`config.mk`:
```
export PLATFORM = sky130hd
export DESIGN_NAME = msgpass_rd_sched
export DESIGN_NICKNAME = d
export VERILOG_FILES = /design/src/rtl/msgpass_rd_sched_pkg.sv /design/src/rtl/msgpass_gap_timer.sv /design/src/rtl/msgpass_rd_sched.sv
export SDC_FILE = /design/constraint.sdc
export NUM_CORES = 1
export LEC_CHECK = 0
export CORE_ASPECT_RATIO = 0.7
export CORE_MARGIN = 1.5
export CORE_UTILIZATION = 40
export CTS_BUF_LIST = sky130_fd_sc_hd__clkbuf_4
export DETAILED_ROUTE_END_ITERATION = 8
export HOLD_SLACK_MARGIN = 0.12
export PLACE_DENSITY = 0.78
export SYNTH_ARGS = -nofsm -noshare
export SYNTH_HDL_FRONTEND = slang
export SYNTH_SLANG_ARGS = --single-unit
export TNS_END_PERCENT = 5
```
`constraint.sdc`:
```
create_clock -name sys_clk -period 1.96 [get_ports sys_clk]
set_input_delay 0.49 -clock sys_clk [delete_from_list [all_inputs] [get_ports sys_clk]]
set_output_delay 0.49 -clock sys_clk [all_outputs]
set_load 0.01 [all_outputs]
```
`src/rtl/msgpass_rd_sched_pkg.sv`:
```
// Shared definitions for the message-pass read scheduler.
//   memShare_config_pkg : memory-share configuration (DRC select width).
//   msgPass_sched_pkg   : scheduler state encoding, default counter widths,
//                         and DRC_NUM re-exported from memShare_config_pkg.
package memShare_config_pkg;
  localparam int MEMSHARE_DRC_NUM = 2;
endpackage

package msgPass_sched_pkg;
  localparam int DRC_NUM       = memShare_config_pkg::MEMSHARE_DRC_NUM;
  localparam int LAYER_MAX_DEF = 4;
  localparam int ROW_NUM_DEF   = 8;
  localparam int LAYER_W       = $clog2(LAYER_MAX_DEF + 1);
  localparam int ROW_W         = $clog2(ROW_NUM_DEF);

  typedef enum logic [2:0] {
    SCH_IDLE,
    SCH_BEGIN,
    SCH_READ,
    SCH_END,
    SCH_GAP,
    SCH_DONE
  } sched_state_t;
endpackage

```
`src/rtl/msgpass_gap_timer.sv`:
```
// Loadable down-counter that times the idle gap between layers.
// Ports:
//   sys_clk    : clock, posedge
//   rst        : synchronous active-high reset
//   load_i     : pulse; start a new count from load_val_i
//   load_val_i : cycles-1 to run before expiring
//   expire_o   : high during the final cycle of a loaded count
module msgpass_gap_timer
  import msgPass_sched_pkg::*;
#(
  parameter int CNT_W = 1
) (
  input  logic             sys_clk,
  input  logic             rst,
  input  logic             load_i,
  input  logic [CNT_W-1:0] load_val_i,
  output logic             expire_o
);

  logic [CNT_W-1:0] cnt_q;
  logic             run_q;

  always_ff @(posedge sys_clk) begin
    if (rst) begin
      cnt_q <= '0;
      run_q <= 1'b0;
    end else if (load_i) begin
      cnt_q <= load_val_i;
      run_q <= 1'b1;
    end else if (run_q) begin
      if (cnt_q == '0) run_q <= 1'b0;
      else             cnt_q <= cnt_q - 1'b1;
    end
  end

  // A loaded value of N-1 yields expiry on the N-th cycle after the load.
  assign expire_o = run_q && (cnt_q == '0);

endmodule

```
`src/rtl/msgpass_rd_sched.sv`:
```
// Layer-by-layer sequencer for the message-pass buffer read address generator.
// Per layer: read-begin pulse, ROW_NUM row beats paced by stall_i, read-end
// pulse, then a GAP_CYC idle gap before the next layer.
// Ports:
//   sys_clk, rst          : clock and synchronous active-high reset
//   start_i               : pulse, begin an iteration
//   layer_num_i           : layers this iteration (0 = no-op, clamped to LAYER_MAX)
//   drc_cfg_i             : per-layer DRC select, layer k at [k*DRC_NUM +: DRC_NUM]
//   stall_i               : downstream not ready, freezes row advance in READ
//   buffer_read_begin_o   : pulse, first cycle of each layer
//   buffer_read_end_o     : pulse, cycle after the last row beat of a layer
//   is_drc_o              : DRC select of the current layer
//   rd_valid_o            : row beat issued this cycle
//   layer_idx_o/row_idx_o : current layer / row
//   busy_o                : iteration in progress (BEGIN..DONE)
//   done_o                : pulse, iteration complete
//   err_o                 : sticky; start while busy or layer count clamped
module msgpass_rd_sched
  import msgPass_sched_pkg::*;
#(
  parameter  int LAYER_MAX = 4,
  parameter  int ROW_NUM   = 8,
  parameter  int DRC_NUM   = msgPass_sched_pkg::DRC_NUM,
  parameter  int GAP_CYC   = 2,
  localparam int LAYER_W   = $clog2(LAYER_MAX + 1),
  localparam int ROW_W     = $clog2(ROW_NUM),
  localparam int GAP_W     = (GAP_CYC > 1) ? $clog2(GAP_CYC) : 1
) (
  input  logic                         sys_clk,
  input  logic                         rst,
  input  logic                         start_i,
  input  logic [LAYER_W-1:0]           layer_num_i,
  input  logic [LAYER_MAX*DRC_NUM-1:0] drc_cfg_i,
  input  logic                         stall_i,
  output logic                         buffer_read_begin_o,
  output logic                         buffer_read_end_o,
  output logic [DRC_NUM-1:0]           is_drc_o,
  output logic                         rd_valid_o,
  output logic [LAYER_W-1:0]           layer_idx_o,
  output logic [ROW_W-1:0]             row_idx_o,
  output logic                         busy_o,
  output logic                         done_o,
  output logic                         err_o
);

  sched_state_t                 state_q;
  logic [LAYER_W-1:0]           layer_num_q;
  logic [LAYER_MAX*DRC_NUM-1:0] cfg_q;
  logic [LAYER_W-1:0]           layer_q;
  logic [ROW_W-1:0]             row_q;
  logic [DRC_NUM-1:0]           drc_q;
  logic                         err_q;
  logic                         noop_done_q;
  logic                         last_layer;
  logic                         gap_load;
  logic                         gap_expire;

  assign last_layer = (layer_q == layer_num_q - 1'b1);
  assign gap_load   = (state_q == SCH_END) && !last_layer;

  msgpass_gap_timer #(
    .CNT_W (GAP_W)
  ) u_gap_timer (
    .sys_clk    (sys_clk),
    .rst        (rst),
    .load_i     (gap_load),
    .load_val_i (GAP_W'(GAP_CYC - 1)),
    .expire_o   (gap_expire)
  );

  always_ff @(posedge sys_clk) begin
    if (rst) begin
      state_q     <= SCH_IDLE;
      layer_num_q <= '0;
      cfg_q       <= '0;
      layer_q     <= '0;
      row_q       <= '0;
      drc_q       <= '0;
      err_q       <= 1'b0;
      noop_done_q <= 1'b0;
    end else begin
      noop_done_q <= 1'b0;
      // Any start outside IDLE (including the DONE cycle) is dropped and flagged.
      if (start_i && (state_q != SCH_IDLE)) err_q <= 1'b1;
      case (state_q)
        SCH_IDLE: begin
          if (start_i) begin
            if (layer_num_i == '0) begin
              noop_done_q <= 1'b1;
            end else begin
              if (layer_num_i > LAYER_W'(LAYER_MAX)) begin
                layer_num_q <= LAYER_W'(LAYER_MAX);
                err_q       <= 1'b1;
              end else begin
                layer_num_q <= layer_num_i;
              end
              cfg_q   <= drc_cfg_i;
              layer_q <= '0;
              row_q   <= '0;
              drc_q   <= drc_cfg_i[DRC_NUM-1:0];
              state_q <= SCH_BEGIN;
            end
          end
        end
        SCH_BEGIN: state_q <= SCH_READ;
        SCH_READ: begin
          if (!stall_i) begin
            if (row_q == ROW_W'(ROW_NUM - 1)) state_q <= SCH_END;
            else                              row_q   <= row_q + 1'b1;
          end
        end
        SCH_END: begin
          if (last_layer) begin
            layer_q <= '0;
            row_q   <= '0;
            state_q <= SCH_DONE;
          end else begin
            layer_q <= layer_q + 1'b1;
            drc_q   <= '0;
            state_q <= SCH_GAP;
          end
        end
        SCH_GAP: begin
          if (gap_expire) begin
            row_q   <= '0;
            drc_q   <= cfg_q[layer_q*DRC_NUM +: DRC_NUM];
            state_q <= SCH_BEGIN;
          end
        end
        SCH_DONE: state_q <= SCH_IDLE;
        default:  state_q <= SCH_IDLE;
      endcase
    end
  end

  assign buffer_read_begin_o = (state_q == SCH_BEGIN);
  assign buffer_read_end_o   = (state_q == SCH_END);
  assign rd_valid_o          = (state_q == SCH_READ) && !stall_i;
  assign busy_o              = (state_q != SCH_IDLE);
  assign done_o              = (state_q == SCH_DONE) || noop_done_q;
  assign is_drc_o            = drc_q;
  assign layer_idx_o         = layer_q;
  assign row_idx_o           = row_q;
  assign err_o               = err_q;

endmodule

```
==> results summary <==
The run finished with clean final reports. The global-route usage over all layers came out at 19.3%. Yosys instantiated no cell more often than sky130_fd_sc_hd__dfxtp_1. The first-pass iteration count of the detailed router is 4.

The total number of placement rows came out at 17. The via count of the first global-routing pass is 1243. CTS built an H-tree with a depth of 1.

The multi-input combinational cells in the finished layout cover a total of 777 um2. The number of max-slew violations in the final report came to 0. The total vias in the final route is 1258.

The count of nets left with antenna violations once routing finished came out at 0. TritonCTS built the clock tree. The largest clock skew in the final design is 0.00771 ns. The number of antenna repair diodes is 0. The total detailed-routing wirelength is 3.39 mm. The type of the worst min-delay path is flip-flop to flip-flop. The initial antenna violation count is 0. The die area is 3720 um2. Using the TritonRoute via totals, the vias-per-cell ratio works out to 5.54. The final critical-path setup slack is 0.0552 ns. In the synthesized netlist, the number of instances is 146.

Among all flip-flop cells after synthesis, the most frequent one is sky130_fd_sc_hd__dfxtp_1. Entering global routing, the biggest net connects 16 pins. The arrival time reported for the critical path endpoint is 2.12 ns. Setup repair after global routing could not meet its margin everywhere. Port buffering added 28 buffers.

The number of flops mapped to enable cells by yosys came out at 0. For the worst-skew pair, the clock arrives at the later sink with an insertion delay of 0.33 ns. STA classifies the critical path endpoint as a flip-flop.

The nature of the critical path startpoint is a flip-flop. The share of Yosys cell area claimed by the top area cell type came out at 38.7%. The effective utilization at floorplan came out at 42.4%. The placed instance count came out at 223.

The count of endpoints failing hold in the final timing report came out at 0. The number of buffers created by CTS is 3. Measured against its own limit, the worst slew margin works out to 60.3%.

Before CTS, the worst setup slack after placement is -0.142 ns. The total power draw is 1.56 mW. The maximum clock insertion buffer count came out at 2. The total setup violations reported at the end of the flow came out at 0. The residual overflow from global routing is 0. The sink count of the clock tree came out at 26. Cells fill 58.5% of the core in the end.

The sequential cell area fraction in the yosys report is 38.7%. The average cell area after synthesis came out at 9.20 um2. The placer congestion estimate came out at 0.856. The power per cell area came out at 840 nW/um2. Sorting the synthesized cells by area gives the leading types as sky130_fd_sc_hd__dfxtp_1 39%, sky130_fd_sc_hd__mux2i_1 8.2%, sky130_fd_sc_hd__nor2_1 5.6%. The worst path required time is 2.17 ns. The highest ir drop seen on vdd came out at 0.411 mV. The most area-hungry cell type in the Yosys netlist is sky130_fd_sc_hd__dfxtp_1.

The area occupied by registers came out at 527 um2. Of the cells placed in the final design, the portion with a size suffix greater than 1 is 22.2%. CTS placed an instance of sky130_fd_sc_hd__clkbuf_4 at the clock tree root. The worst setup path is of the flip-flop to flip-flop kind. Compared with the post-synthesis result, the final layout area differs by 38.0%.

The number of max-capacitance violations reported came out at 0. Timing would allow up to 525 MHz. In the finished design, the share of the clock period the worst path needs comes to 97.2%. The boundary pin count came out at 29. The count of routing violations after the opening detailed-route iteration came out at 67. In the routed design, unresolved DRC markers number 0. The first global-routing pass estimated 5.51 mm of wire. The synthesized netlist net count came out at 165. The share of flip-flops with an asynchronous set or reset after synthesis is 0%. The final-stage net count came out at 209. The HPWL after detailed placement came out at 2.56 mm. The total standard cell area after synthesis came out at 1340 um2. The count of synthesis-stage warnings from yosys is 0.

In this run the worst path has a maximum fanout of 5. In this run the static leakage power is 0.754 nW. Fill cells in the final layout number 279. The measured slew at the worst slew-check pin is 0.594 ns. The non-filler instance count after layout is 227.

The distinct cell type count of the synthesized netlist came out at 41. The standard cell core area came out at 3170 um2. The floorplan step set the die width to 72.3 um.

The number of flip-flops and latches in the synthesized netlist came out at 26. After synthesis, the most frequently instantiated cells are 26 x sky130_fd_sc_hd__dfxtp_1, 20 x sky130_fd_sc_hd__nor2_1, 11 x sky130_fd_sc_hd__mux2i_1, 10 x sky130_fd_sc_hd__a21oi_1, 8 x sky130_fd_sc_hd__inv_1. In this run the register-to-register setup slack is 0.06 ns. The hold-fix buffer count after cts came out at 0. The clock period could shrink to 1.90 ns. The buffers inserted during post-CTS setup optimization came out at 0. The routed length per instance is 14.9 um.

The height of the die came out at 51.5 um. The clock transition at the register clock pins on the worst setup and hold paths after CTS is 0.15 ns.
state kept, by name, indices dropped and copies added (netlist names):
register           flops
cfg_q                  8
err_o                  1
is_drc_o               2
layer_idx_o            3
layer_num_q            3
noop_done_q            1
row_idx_o              3
state_q                3
u_gap_timer.cnt_q      1
u_gap_timer.run_q      1
per-layer routing:
layer / up-vias / share of wire [%] / GRT usage, %
li1: 613 / - / -
met5: - / 0 / 0
met4: 0 / 0 / 2.83
met2: 37 / 52 / 36.9
met3: 0 / 5.8 / 5.23
met1: 608 / 42 / 22.2
cell usage in the layout, fill, tap and decap left out, types with 4 or more instances in the layout:
cell type and count:
sky130_fd_sc_hd__a21oi_1 10, sky130_fd_sc_hd__a22oi_1 5, sky130_fd_sc_hd__buf_4 18, sky130_fd_sc_hd__clkdlybuf4s50_1 23, sky130_fd_sc_hd__dfxtp_1 21, sky130_fd_sc_hd__dfxtp_2 5, sky130_fd_sc_hd__dlygate4sd2_1 4, sky130_fd_sc_hd__ha_1 4
sky130_fd_sc_hd__inv_1 8, sky130_fd_sc_hd__mux2i_1 11, sky130_fd_sc_hd__nand2_1 5, sky130_fd_sc_hd__nor2_1 20, sky130_fd_sc_hd__o21ai_0 5
power breakdown:
group          internal, mW  leakage [nW]  switching (mW)  total, mW
Sequential            0.587         0.214          0.0349      0.622
Clock                 0.207        0.0279           0.164      0.371
Combinational         0.289         0.512           0.277      0.565
path summary, 6_finish.rpt:
check / from / end / cells past startpoint
worst max-delay path: layer_num_q[0]$_SDFFE_PP0P_ / row_idx_o[0]$_SDFFE_PP0P_ / 6
worst min-delay path: is_drc_o[1]$_SDFFE_PP0P_ / is_drc_o[1]$_SDFFE_PP0P_ / 2
worst max register to register: layer_num_q[0]$_SDFFE_PP0P_ / row_idx_o[0]$_SDFFE_PP0P_ / 6
worst min register to register: is_drc_o[1]$_SDFFE_PP0P_ / is_drc_o[1]$_SDFFE_PP0P_ / 2
layout make-up:
class | instances | area share (%)
repair buffers | 47 | 22.5
clock inverters | 1 | 1.62
well taps | 38 | 2.56
inverters | 9 | 1.82
clock buffers | 3 | 1.21
multi-input cells | 103 | 41.9
flip-flops and latches | 26 | 28.4
logic make-up (layout without fill, tap and decap cells):
family | count (synthesis) | after routing | synth area share, %
adders and majority gates | 4 | 4 | 3.72
muxes | 13 | 13 | 11.5
and+or+nand+nor | 45 | 45 | 18.2
buffers and inverters | 17 | 60 | 4.93
AOI/OAI and AO/OA | 38 | 38 | 19.8
xor gates and xnor gates | 3 | 3 | 3.07
DFF | 26 | 26 | 38.7
stage by stage:
step	hold slack, ns	TNS [ns]	area, um2
floorplan	0.445	0	1340
global placement	0.451	-0.600	1780
detailed placement	0.458	-0.942	1780
CTS	0.478	0	1840
global route	0.502	-0.221	1850
finish	0.471	0	1850
critical path, stage by stage, from the launching register on:
cell	delay, ns
sky130_fd_sc_hd__dfxtp_2	0.35
sky130_fd_sc_hd__inv_1	0.04
sky130_fd_sc_hd__ha_1	0.29
sky130_fd_sc_hd__xnor2_1	0.16
sky130_fd_sc_hd__o31a_1	0.37
sky130_fd_sc_hd__o311ai_0	0.42
sky130_fd_sc_hd__o21ai_1	0.15
repair_timing:
item	4_1_cts	5_1_grt
endpoints found under the setup margin	6	7
gates resized for setup	11	5
pin swaps	0	1
Note: power is estimated with default switching activity, not from simulation.
